==> src/rtl/mc_ctrl.sv <==
// Multi-cycle MIPS-subset control unit.
// Sequences IF/ID/EX/MEM/WB over a 32-bit IR, with a memory wait counter
// that traps after MEM_TIMEOUT stalled cycles and a TRAP state for illegal
// instructions.
//
// state | meaning
// IF    | fetch: request memory, load IR and PC+4 on mem_ready
// ID    | decode IR; j/jal/jr update PC here, illegal ops go to TRAP
// EX    | ALU execute; branches resolve here using cond
// MEM   | data access for lw/sw, waits for mem_ready
// WB    | register write-back
// TRAP  | illegal instruction or memory timeout; held until reset
module mc_ctrl #(
    parameter int ALUOP_W     = 5,
    parameter int MEM_TIMEOUT = 16,
    parameter int EN_JAL      = 1
) (
    input  logic               clk,
    input  logic               rst,
    input  logic [31:0]        instr,
    input  logic               mem_ready,
    input  logic               cond,
    output logic               mem_req,
    output logic               mem_we,
    output logic               ir_we,
    output logic               pc_we,
    output logic [1:0]         pc_src,
    output logic               reg_we,
    output logic [1:0]         reg_dst,
    output logic [1:0]         mem2reg,
    output logic               alu_srcB,
    output logic [1:0]         ext_op,
    output logic [ALUOP_W-1:0] alu_ctrl,
    output logic               illegal,
    output logic [2:0]         state
);

    typedef enum logic [2:0] {
        S_IF   = 3'd0,
        S_ID   = 3'd1,
        S_EX   = 3'd2,
        S_MEM  = 3'd3,
        S_WB   = 3'd4,
        S_TRAP = 3'd5
    } state_t;

    localparam logic [5:0] OP_R    = 6'h00;
    localparam logic [5:0] OP_J    = 6'h02;
    localparam logic [5:0] OP_JAL  = 6'h03;
    localparam logic [5:0] OP_BEQ  = 6'h04;
    localparam logic [5:0] OP_BNE  = 6'h05;
    localparam logic [5:0] OP_SLTI = 6'h0A;
    localparam logic [5:0] OP_ORI  = 6'h0D;
    localparam logic [5:0] OP_LUI  = 6'h0F;
    localparam logic [5:0] OP_LW   = 6'h23;
    localparam logic [5:0] OP_SW   = 6'h2B;

    localparam logic [3:0] ALU_ADD  = 4'd0;
    localparam logic [3:0] ALU_ADDU = 4'd1;
    localparam logic [3:0] ALU_SUB  = 4'd2;
    localparam logic [3:0] ALU_SUBU = 4'd3;
    localparam logic [3:0] ALU_AND  = 4'd4;
    localparam logic [3:0] ALU_OR   = 4'd5;
    localparam logic [3:0] ALU_SLL  = 4'd6;
    localparam logic [3:0] ALU_SRL  = 4'd7;
    localparam logic [3:0] ALU_SLT  = 4'd8;
    localparam logic [3:0] ALU_EQL  = 4'd9;
    localparam logic [3:0] ALU_BNE  = 4'd10;

    localparam bit         JAL_ON   = (EN_JAL != 0);
    localparam logic [7:0] WAIT_MAX = 8'(MEM_TIMEOUT - 1);

    state_t      state_q, state_d;
    logic [31:0] ir_q, ir_d;
    logic [7:0]  wait_cnt_q, wait_cnt_d;

    logic [5:0]  op, funct;
    logic        dec_legal, is_rtype, is_j, is_jal, is_jr;
    logic        is_branch, is_lw, is_sw;
    logic [3:0]  dec_alu;
    logic        dec_srcb;
    logic [1:0]  dec_ext;
    logic        timeout;
    logic        unused_ir;

    assign op        = ir_q[31:26];
    assign funct     = ir_q[5:0];
    assign unused_ir = ^ir_q[25:6];
    assign timeout   = (wait_cnt_q == WAIT_MAX);
    assign state     = state_q;

    // Instruction decode from IR: legality, class flags and ALU controls.
    always_comb begin
        dec_legal = 1'b0;
        is_rtype  = 1'b0;
        is_j      = 1'b0;
        is_jal    = 1'b0;
        is_jr     = 1'b0;
        is_branch = 1'b0;
        is_lw     = 1'b0;
        is_sw     = 1'b0;
        dec_alu   = ALU_ADD;
        dec_srcb  = 1'b0;
        dec_ext   = 2'd0;
        case (op)
            OP_R: begin
                is_rtype  = 1'b1;
                dec_legal = 1'b1;
                case (funct)
                    6'h20:   dec_alu = ALU_ADD;
                    6'h21:   dec_alu = ALU_ADDU;
                    6'h22:   dec_alu = ALU_SUB;
                    6'h23:   dec_alu = ALU_SUBU;
                    6'h24:   dec_alu = ALU_AND;
                    6'h25:   dec_alu = ALU_OR;
                    6'h2A:   dec_alu = ALU_SLT;
                    6'h00:   dec_alu = ALU_SLL;
                    6'h02:   dec_alu = ALU_SRL;
                    6'h08: begin
                        is_jr     = JAL_ON;
                        dec_legal = JAL_ON;
                    end
                    default: dec_legal = 1'b0;
                endcase
            end
            OP_J:    begin dec_legal = 1'b1; is_j = 1'b1; end
            OP_JAL:  begin dec_legal = JAL_ON; is_jal = JAL_ON; end
            OP_BEQ:  begin dec_legal = 1'b1; is_branch = 1'b1; dec_alu = ALU_EQL; dec_ext = 2'd1; end
            OP_BNE:  begin dec_legal = 1'b1; is_branch = 1'b1; dec_alu = ALU_BNE; dec_ext = 2'd1; end
            OP_SLTI: begin dec_legal = 1'b1; dec_alu = ALU_SLT; dec_srcb = 1'b1; dec_ext = 2'd1; end
            OP_ORI:  begin dec_legal = 1'b1; dec_alu = ALU_OR; dec_srcb = 1'b1; end
            OP_LUI:  begin dec_legal = 1'b1; dec_alu = ALU_ADDU; dec_srcb = 1'b1; dec_ext = 2'd2; end
            OP_LW:   begin dec_legal = 1'b1; is_lw = 1'b1; dec_srcb = 1'b1; dec_ext = 2'd1; end
            OP_SW:   begin dec_legal = 1'b1; is_sw = 1'b1; dec_srcb = 1'b1; dec_ext = 2'd1; end
            default: dec_legal = 1'b0;
        endcase
        if (!dec_legal) begin
            dec_alu  = ALU_ADD;
            dec_srcb = 1'b0;
            dec_ext  = 2'd0;
        end
    end

    // Next-state, datapath strobes and wait counter; outputs forced low in reset.
    always_comb begin
        state_d    = state_q;
        ir_d       = ir_q;
        wait_cnt_d = 8'd0;
        mem_req    = 1'b0;
        mem_we     = 1'b0;
        ir_we      = 1'b0;
        pc_we      = 1'b0;
        pc_src     = 2'd0;
        reg_we     = 1'b0;
        reg_dst    = 2'd0;
        mem2reg    = 2'd0;
        alu_srcB   = 1'b0;
        ext_op     = 2'd0;
        alu_ctrl   = '0;
        illegal    = 1'b0;
        case (state_q)
            S_IF: begin
                mem_req = 1'b1;
                if (mem_ready) begin
                    ir_we   = 1'b1;
                    pc_we   = 1'b1;
                    ir_d    = instr;
                    state_d = S_ID;
                end else if (timeout) begin
                    state_d = S_TRAP;
                end else begin
                    wait_cnt_d = wait_cnt_q + 8'd1;
                end
            end
            S_ID: begin
                if (!dec_legal) begin
                    state_d = S_TRAP;
                end else if (is_j) begin
                    pc_we   = 1'b1;
                    pc_src  = 2'd2;
                    state_d = S_IF;
                end else if (is_jal) begin
                    pc_we   = 1'b1;
                    pc_src  = 2'd2;
                    state_d = S_WB;
                end else if (is_jr) begin
                    pc_we   = 1'b1;
                    pc_src  = 2'd3;
                    state_d = S_IF;
                end else begin
                    state_d = S_EX;
                end
            end
            S_EX: begin
                if (is_branch) begin
                    pc_we   = cond;
                    pc_src  = 2'd1;
                    state_d = S_IF;
                end else if (is_lw || is_sw) begin
                    state_d = S_MEM;
                end else begin
                    state_d = S_WB;
                end
            end
            S_MEM: begin
                mem_req = 1'b1;
                mem_we  = is_sw;
                if (mem_ready) begin
                    state_d = is_sw ? S_IF : S_WB;
                end else if (timeout) begin
                    state_d = S_TRAP;
                end else begin
                    wait_cnt_d = wait_cnt_q + 8'd1;
                end
            end
            S_WB: begin
                reg_we  = 1'b1;
                reg_dst = is_rtype ? 2'd1 : (is_jal ? 2'd2 : 2'd0);
                mem2reg = is_lw ? 2'd1 : (is_jal ? 2'd2 : 2'd0);
                state_d = S_IF;
            end
            S_TRAP: begin
                illegal = 1'b1;
            end
            default: begin
                state_d = S_TRAP;
            end
        endcase
        if (state_q inside {S_ID, S_EX, S_MEM, S_WB}) begin
            alu_ctrl = ALUOP_W'(dec_alu);
            alu_srcB = dec_srcb;
            ext_op   = dec_ext;
        end
        if (rst) begin
            mem_req  = 1'b0;
            mem_we   = 1'b0;
            ir_we    = 1'b0;
            pc_we    = 1'b0;
            pc_src   = 2'd0;
            reg_we   = 1'b0;
            reg_dst  = 2'd0;
            mem2reg  = 2'd0;
            alu_srcB = 1'b0;
            ext_op   = 2'd0;
            alu_ctrl = '0;
            illegal  = 1'b0;
        end
    end

    // State, IR and wait counter registers.
    always_ff @(posedge clk or posedge rst) begin
        if (rst) begin
            state_q    <= S_IF;
            ir_q       <= 32'd0;
            wait_cnt_q <= 8'd0;
        end else begin
            state_q    <= state_d;
            ir_q       <= ir_d;
            wait_cnt_q <= wait_cnt_d;
        end
    end

endmodule

==> config.mk <==
export PLATFORM = sky130hd
export DESIGN_NAME = mc_ctrl
export DESIGN_NICKNAME = d
export VERILOG_FILES = /design/src/rtl/mc_ctrl.sv
export SDC_FILE = /design/constraint.sdc
export NUM_CORES = 1
export LEC_CHECK = 0
export BUFFER_PORTS_ARGS = -buffer_cell sky130_fd_sc_hd__buf_2
export CAP_MARGIN = 15
export CORE_UTILIZATION = 53
export DETAILED_ROUTE_END_ITERATION = 8
export PLACE_DENSITY_LB_ADDON = 0.3
export SLEW_MARGIN = 30
export SYNTH_ARGS = -nofsm -noshare
export SYNTH_HDL_FRONTEND = slang
export SYNTH_SLANG_ARGS = --single-unit
==> constraint.sdc <==
create_clock -name clk -period 6.3 [get_ports clk]
set_input_delay 0 -clock clk [delete_from_list [all_inputs] [get_ports clk]]
set_output_delay 0 -clock clk [all_outputs]
set_load 0.05 [all_outputs]
### Word-level counts from Yosys, hierarchy flattened

Index checks and enable logic that the tools add are counted.

| cells by class | value |
|---|---|
| equality and inequality tests | 24 |
| add/sub/neg operators | 1 |
| $mul | 0 |
| reduce and logical (&&, ||, !) cells | 12 |
| shift operators | 0 |
| magnitude comparators | 0 |
| divide/modulo/power cells | 0 |
| bitwise logic cells | 0 |
| muxes and demuxes | 69 |

Operator list:

| cell | number |
|---|---|
| == test 6 bit, second input constant | 9 |
| 2-to-1 mux 2 bit | 16 |
| one-hot mux 4 bit (8 select lines) | 1 |
| 2-to-1 mux 1 bit | 31 |
| 2-to-1 mux 3 bit | 9 |
| == test 6 x 4 -> 1 bit, second input constant | 4 |
| 2-to-1 mux 8 bit | 3 |
| one-hot mux 4 bit (6 select lines) | 1 |
| == test 6 x 2 -> 1 bit, second input constant | 3 |
| one-hot mux 3 bit (6 select lines) | 1 |
| == test 6 x 3 -> 1 bit, second input constant | 2 |
| logical NOT 6 bit | 2 |
| OR reduction 10 bit | 1 |
| OR reduction 5 bit | 2 |
| OR reduction 9 bit | 1 |
| adder 8 x 1 -> 8 bit, second input constant | 1 |
| == test 8 x 4 -> 1 bit, second input constant | 1 |
| 2-to-1 mux 4 bit | 2 |
| one-hot mux 2 bit (2 select lines) | 2 |
| == test 3 x 2 -> 1 bit, second input constant | 2 |
| == test 3 bit, second input constant | 2 |
| 2-to-1 mux 5 bit | 1 |
| nonzero test 4 bit | 1 |
| OR reduction 2 bit | 2 |
| other kinds (6) | 6 |

| storage, ports and cells | value |
|---|---|
| input port bits | 36 |
| bits in writable memories | 0 |
| bits in read-only memories | 0 |
| output and inout port bits | 23 |
| memories | 0 |
| bits in latches | 0 |
| word-level logic and storage cells | 109 |
| flip-flop bits (word level) | 43 |

### Longest topological paths before layout

Gate-level depths: netlist of the first run.

| depth | value |
|---|---|
| depth in word-level cells | 9 |
| mapped depth | 6 |
| depth with buffers taken out | 6 |

### Worst setup path after synthesis of the first run

No wires, ideal clock.

| path | value |
|---|---|
| path type | register -> output |
| from | register state_q[0], in the netlist state[0] |
| to | output reg_dst[0] |
| stages on the path, launching flop included | 6 |
| path buffers | 1 |
| required time | 6300 ps |
| setup slack | 3196 ps |
| arrival time | 3104 ps |
| cell sequence | dfrtp_1 or2_2 clkbuf_1 nor2_1 nand2_1 nor3_1 |

| on the way | value |
|---|---|
| longest elaborated chain between the ends | 3 |

Ends and longest elaborated chain:

| item | RTL line | RTL |
|---|---|---|
| from (decl) | 73 | `state_t state_q, state_d;` |
| from (signal assigned) | 257 | `state_q <= state_d;` |
| == test 3 bit | 161 | `case (state_q)` |
| 2-to-1 mux 2 bit | 161 |  |
| 2-to-1 mux 2 bit | 234 | `if (rst) begin` |
| to (decl) | 29 | `output logic [1:0] reg_dst,` |

Every way passes these cells.

### Worst setup path after layout of the first run

| path | value |
|---|---|
| from | register ir_q[29] |
| to | output alu_srcB |

| on the way | value |
|---|---|
| longest elaborated chain between the ends | 6 |
| elaborated cells on any way between the ends | 17 |

Ends and longest elaborated chain:

| item | RTL line | RTL |
|---|---|---|
| from (decl) | 74 | `logic [31:0] ir_q, ir_d;` |
| from (signal assigned) | 258 | `ir_q <= ir_d;` |
| == test 6 bit (tied with other cells) | 105 | `case (op)` |
| OR reduction 9 bit (no line) or OR reduction 5 bit (tied branches) | -- |  |
| one-hot mux 1 bit (2 select lines) or 2-to-1 mux 1 bit (tied branches) | 105 |  |
| 2-to-1 mux 1 bit (*) | 137 | `if (!dec_legal) begin` |
| 2-to-1 mux 1 bit (*) | 229 | `if (state_q inside {S_ID, S_EX, S_MEM, S_WB}) begin` |
| 2-to-1 mux 1 bit (*) | 234 |  |
| to (decl) | 31 | `output logic alu_srcB,` |

Every way passes the cells marked *; elsewhere a longest branch is shown, timed or not.

==> summary.txt, run 1 <==
Run status
  • Outcome: completed

Synth
  • Share of the synthesized area in the top cell type: 0.3651
  • Syn Nets: 229
  • Area leader, netlist: dfrtp_1
  • Async SR Flop Fraction: 1.000
  • Post-synth EDFFs: 0
  • Leading cell type by number of instances after synthesis: nor2_1
  • Yosys cell types: 45
  • Average cell area after synthesis: 8.211 um^2
  • #FFs+latches synth: 23
  • Ys flop type: dfrtp_1
  • Synth top cells by count: nor2_1, dfrtp_1, nand2_1
  • Yosys synthesis warning count: 0
  • Register area share after synthesis: 0.3651
  • Cell count after synthesis: 192
  • Mapped cell area: 1577 um^2
  • Area contributors post-synth: dfrtp_1, mux2_2, nor2_1, nand2_1, a21oi_1

GRT
  • Vias in the first global route: 1565
  • Initial antenna violation count: 0
  • Largest net degree at the start of global routing: 25
  • First-pass GRT wire length: 6672 um
  • Grt total ovfl: 0
  • Global-route usage over all layers: 0.2648

Worst setup path
  • Most frequent CP cell: or4_4
  • Critical path cell sequence: or4_4 > or4_4 > a21oi_4 > o21ai_1 > nor3_1 > buf_2
  • Slowest CP cell: or4_4
  • Top Family by Delay on Critical Path: simple AND/OR/NAND/NOR gates
  • R2R setup slack: 3.97 ns
  • Max FO, Critical Path: 11
  • Critical Path Max Stage Delay: 0.57 ns
  • CP Buf/Inv Count: 1
  • Req. time, crit path: 6.30 ns
  • Startpoint types: flip-flop
  • CP endpoint kind: output port
  • Worst EP arrival: 2.72 ns
  • Setup Crit Path Kind: flip-flop to output port

Final layout
  • # fillers: 257
  • Layout area overhead: 21.19%
  • Antenna cell count: 0
  • Layout cells sized above 1: 0.2650
  • Multi-input gate area: 932.1 um^2
  • Nets: 272
  • Register area: 575.6 um^2

Power
  • Leak pwr: 0.8241 nW
  • Peak supply drop: 0.3263 mV
  • Total power: 0.7121 mW
  • Power per standard cell area: 372.7 nW/um^2

STA
  • Hold Vio Cnt, Final: 0
  • RSZ-0062 raised after global routing: no
  • Setup TNS: 0 ns
  • Final setup violation count: 0
  • Fin Clk Skew: 0.002225 ns
  • F_max: 0.3682 GHz
  • Slew headroom: 0.4576
  • Crit path time final: 2.716 ns
  • Slew Viols, Final: 0
  • Slew @ Worst Pin: 0.8087 ns
  • Fin Hold WS: 0.03285 ns
  • Tcrit/Tclk final: 0.4311

Job
  • Max-Cap Viols: 0

Routing
  • Drc violations: 0
  • Drt total wl: 3829 um
  • Detailed Routing Iterations Pass 1: 4
  • Via density: 5.921
  • DR WL/cell: 14.45 um
  • Drt initial violations: 82
  • Number of routed nets with antenna violations: 0
  • DR vias: 1569

Floorplanning
  • Row count: 19
  • Core ar.: 2781 um^2
  • DIE HEIGHT: 56.54 um
  • Die X: 56.54 um
  • Initial core utilization: 0.5668
  • Die footprint: 3197 um^2
  • I/O pins: 59

CTS
  • Clock Tree Root: clkbuf_4
  • Post-CTS Resized: 0
  • Num CTS Buffers: 3
  • Clock-pin transition on the worst setup and hold timing paths: 0.12 ns
  • Later-pin clock latency in the skew report: 0.32 ns
  • CTS tree: done
  • Clk buf depth: 2
  • H-tree levels: 1
  • Clk sink count: 23

Place
  • Count of input and output buffers: 37
  • Hpwl dp: 2778 um
  • Routability congestion estimate: 0.8854

Hold path
  • Worst min path class: input pin to flip-flop
==> layout by cell type, fill, tap and decap left out, types with 4 or more instances in the layout <==
cell type / instances
nor2b_1: 5
nor4_1: 4
buf_2: 37
nand2_1: 22
xnor2_1: 5
nand3_1: 4
a21oi_1: 11
or2_2: 4
inv_1: 5
o21ai_0: 6
dlygate4sd3_1: 13
mux2_2: 11
nor3_1: 8
nor2_1: 31
dfrtp_1: 23
==> worst reg2reg max path: stages (launching register included) <==
cell and delay [ns]:
dfrtp_1 0.62, nand2_1 0.21, nor4b_1 0.70, a211o_1 0.22
o21ai_0 0.10, a221o_1 0.37
==> flip-flops by register name, summed over array words and instances, names as in the netlist <==
name        flops
state           3
ir_q           12
wait_cnt_q      8
==> report_power, final <==
group	total, mW	leakage [nW]	internal (mW)	switching [mW]
sequential	0.301	0.293	0.192	0.108
clock	0.0691	0.0150	0.0249	0.0443
combinational	0.342	0.516	0.147	0.195
==> cell type report <==
cell class,count,area share
clock buffer,4,0.01375
multi-input combinational,151,0.4879
timing repair buffer,50,0.1650
inverter,6,0.01179
tap,31,0.02030
sequential,23,0.3012
==> metrics by stage <==
stage                     utilization  worst slack [ns]  instances  area [um^2]
after global placement         0.6284             3.981        248         1748
after floorplan                     -             3.196        192         1577
after global routing           0.6869             3.404        265         1911
after CTS                      0.6847             3.603        265         1904
after detailed placement       0.6284             3.978        248         1748
final                          0.6869             3.584        265         1911
==> cells by family after synthesis <==
family,synth area share
buffers and inverters,0.05079
adders and majority gates,0.007935
DFF,0.3651
other,0.002379
xor gates and xnor gates,0.03889
muxes,0.07857
AOI/OAI and AO/OA,0.1508
and+or+nand+nor,0.3056
==> per-layer routing <==
layer  track usage  share of wire  vias to the layer above
met2        0.4403           0.48                       72
li1              -              -                      755
met5             0              0                        -
met4        0.1289          0.022                        0
met1        0.3368           0.42                      733
met3       0.03687          0.075                        9
==> what timing repair did <==
action,CTS,global route
hold buffers,13,0
endpoints found under the hold margin,35,0
setup buffers,0,0
==> path summary, 6_finish.rpt <==
check / depth (start not counted) / startpoint / to
max in group asynchronous: 3 / rst / wait_cnt_q[3]
hold / removal: 4 / mem_ready / state[1]
setup / recovery: 6 / ir_q[29] / alu_srcB
setup reg to reg: 5 / ir_q[26] / state[2]
hold reg to reg: 1 / wait_cnt_q[0] / wait_cnt_q[0]
min in group asynchronous: 3 / rst / state[2]
Power figures use the tool's default switching activity.
==> run 2: changes to the inputs <==
ABC_AREA = 1   (was default)
CORE_UTILIZATION = 49   (was 53)
clock period = 2.8 ns   (was 6.3 ns; I/O delays follow)
==> run 2 against run 1 <==
Effect of this change:
- largest power group is now sequential cells
- first-iteration DRC count grew 8.5%
- highest routed layer unchanged
- the flow now finishes with violations (DRC)
- combinational power shrank 87%
- flip-flop and latch count unchanged
- setup slack worse by 2.8 ns
- clock power increased by 120%
- clock skew increased by 0.0065 ns
- non-clock buffer count rose by 2
==> summary.txt, run 2 <==
Synth
  • Async SR Flop Fraction: 1.000
  • Register area share after synthesis: 0.3774
  • Yosys cell types: 33
  • Syn Nets: 253
  • Leading cell type by number of instances after synthesis: nor2_1
  • Area contributors post-synth: dfrtp_1, nor2_1, nand3_1, inv_1, nand2_1
  • Cell count after synthesis: 216
  • Synth top cells by count: nor2_1, inv_1, nand3_1
  • Yosys synthesis warning count: 0
  • Ys flop type: dfrtp_1
  • Mapped cell area: 1525 um^2
  • Area leader, netlist: dfrtp_1
  • Share of the synthesized area in the top cell type: 0.3774
  • Post-synth EDFFs: 0
  • #FFs+latches synth: 23
  • Average cell area after synthesis: 7.061 um^2

Power
  • Psw: 0.1214 mW
  • Leak pwr: 1.002 nW
  • Int Pwr: 0.4070 mW
  • Peak supply drop: 0.2725 mV
  • Power per standard cell area: 276.9 nW/um^2
  • Sequential share of power: 0.629
  • Switching share of power: 0.2297
  • Total power: 0.5284 mW
  • Clk pwr share: 0.289
  • Gate power share: 0.082

Worst setup path
  • Worst EP arrival: 1.99 ns
  • Critical Path Max Stage Delay: 0.45 ns
  • Max FO, Critical Path: 9
  • Depth of the worst register-to-register path: 5
  • Crit path to: alu_ctrl[0]
  • Critical path cell sequence: nor2_4 > nand3_1 > nand2_1 > a31oi_1 > nand3_1 > nand3_2 > nor2_2 > buf_2
  • Setup Crit Path Kind: flip-flop to output port
  • FF-to-FF Start: state[1]
  • Startpoint types: flip-flop
  • RR Endpoint: wait_cnt_q[5]
  • Slowest CP cell: dfrtp_1
  • Worst Setup SP: ir_q[30]
  • R2R setup slack: 1.28 ns
  • CP endpoint kind: output port
  • Most frequent CP cell: nand3_1
  • Req. time, crit path: 2.80 ns

STA
  • Tcrit/Tclk final: 0.7104
  • Fin Hold WS: 0.3813 ns
  • Final setup violation count: 0
  • RSZ-0062 raised after global routing: no
  • Slew headroom: 0.4610
  • Hold Vio Cnt, Final: 0
  • F_max: 0.5028 GHz
  • Setup ws final: 0.8110 ns
  • Fin Clk Skew: 0.008744 ns
  • Slew Viols, Final: 0
  • Crit path time final: 1.989 ns
  • Slew @ Worst Pin: 0.8035 ns
  • Setup TNS: 0 ns

Hold path
  • Worst min path class: input pin to asynchronous set/reset pin

CTS
  • Post-CTS Resized: 0
  • Setup Buffers After CTS: 0
  • H-tree levels: 1
  • Clk sink count: 23
  • Clock-pin transition on the worst setup and hold timing paths: 0.13 ns
  • CTS tree: done
  • Clock Tree Root: clkbuf_4
  • Later-pin clock latency in the skew report: 0.31 ns
  • Post-CTS Hold Fix Bufs: 14
  • Clk buf depth: 2
  • Num CTS Buffers: 3

Floorplanning
  • DIE HEIGHT: 57.79 um
  • Row count: 19
  • I/O pins: 59
  • Die footprint: 3340 um^2
  • Die X: 57.79 um
  • Initial core utilization: 0.5346
  • Core ar.: 2853 um^2

Final layout
  • Layout cells sized above 1: 0.2127
  • Commonest non-fill, non-tap cells in the layout: nor2_1, buf_2, inv_1
  • Layout area overhead: 25.10%
  • Antenna cell count: 0
  • Nets: 306
  • Biggest register: ir_q
  • Max FFs per register: 12
  • # fillers: 239
  • Most common cell after layout, fill and taps aside: nor2_1

Routing
  • DR WL/cell: 12.15 um
  • Detailed Routing Iterations Pass 1: 6
  • Via density: 5.361
  • Drc violations: 2
  • Drt total wl: 3632 um
  • Number of routed nets with antenna violations: 0
  • DR vias: 1603
  • Drt initial violations: 89

Run status
  • Violated checks: DRC
  • Outcome: finished, violations left

GRT
  • First-pass GRT wire length: 6092 um
  • Largest net degree at the start of global routing: 25
  • Initial antenna violation count: 0
  • Met2 GRT Util: 0.3821
  • Global-route usage over all layers: 0.2334
  • Vias in the first global route: 1439
  • Grt total ovfl: 0
  • Met3 usage: 0.03125
  • Met1 GRT Util: 0.3285
  • Most used routing layer in global routing: met2

Place
  • Routability congestion estimate: 0.8740
  • Place WS: 1.166 ns
  • Count of input and output buffers: 37
  • Hpwl dp: 2637 um

Job
  • Max-Cap Viols: 0
-- run 2: power groups by stage --
stage	clock, mW	sequential (mW)	combinational, mW
3_5_place_dp	0	0.338	0.0288
6_report	0.153	0.332	0.0435
3_3_place_gp	0	0.338	0.0285
5_1_grt	0.169	0.332	0.0484
4_1_cts	0.157	0.332	0.0435
2_1_floorplan	0	0.338	0.0167
-- run 2: cell families after synthesis --
| kind of cell | count (synthesis) | synth area share |
|---|---|---|
| simple gates | 117 | 0.3569 |
| buf+inv | 38 | 0.1017 |
| compound gates | 30 | 0.1157 |
| flops | 23 | 0.3774 |
| xor+xnor | 4 | 0.02297 |
| mux | 2 | 0.01477 |
| fa+ha+maj | 1 | 0.008202 |
| other cells | 1 | 0.002459 |
-- run 2: how the worst min path moves through the flow --
stage	cells past startpoint	end	slack [ns]	from
2_1_floorplan	1	reg_we	0.1	rst
3_3_place_gp	2	ir_q[4]	0.23	instr[4]
3_5_place_dp	2	ir_q[4]	0.24	instr[4]
4_1_cts	3	ir_q[4]	0.45	instr[4]
5_1_grt	3	ir_q[30]	0.45	instr[30]
6_report	3	wait_cnt_q[4]	0.38	rst
-- run 2: final cells by class --
class                           count  area (um^2)  share of cell area
Multi-Input combinational cell    155        805.8              0.4223
Sequential cell                    23        575.6              0.3016
Timing Repair Buffer               52        332.8              0.1744
Inverter                           34        127.6             0.06689
Tap cell                           31        38.79             0.02033
Clock buffer                        3        22.52             0.01180
Clock inverter                      1        5.005            0.002623
-- run 2: critical path, delay by kind of cell (launching register included) --
kind / cells / cell delay (ns)
buffers and inverters: 1 / 0.26
flip-flops: 1 / 0.45
AO/OA/AOI/OAI: 1 / 0.09
AND/OR/NAND/NOR: 6 / 0.89
-- run 2: metrics by stage --
| stage | instances | instance area, um^2 | util |
|---|---|---|---|
| finish | 299 | 1908 | 0.6689 |
| global route | 299 | 1908 | 0.6689 |
| CTS | 299 | 1908 | 0.6689 |
| detailed placement | 281 | 1740 | 0.6101 |
| global placement | 281 | 1740 | 0.6101 |
| floorplan | 216 | 1536 | - |
-- run 2: routing by layer --
layer | wire length [um] | vias up | share of wire
li1 | - | 816 | -
met1 | 1736 | 727 | 0.48
met2 | 1646 | 54 | 0.45
met3 | 208 | 6 | 0.057
met4 | 40 | 0 | 0.011
met5 | 0 | - | 0
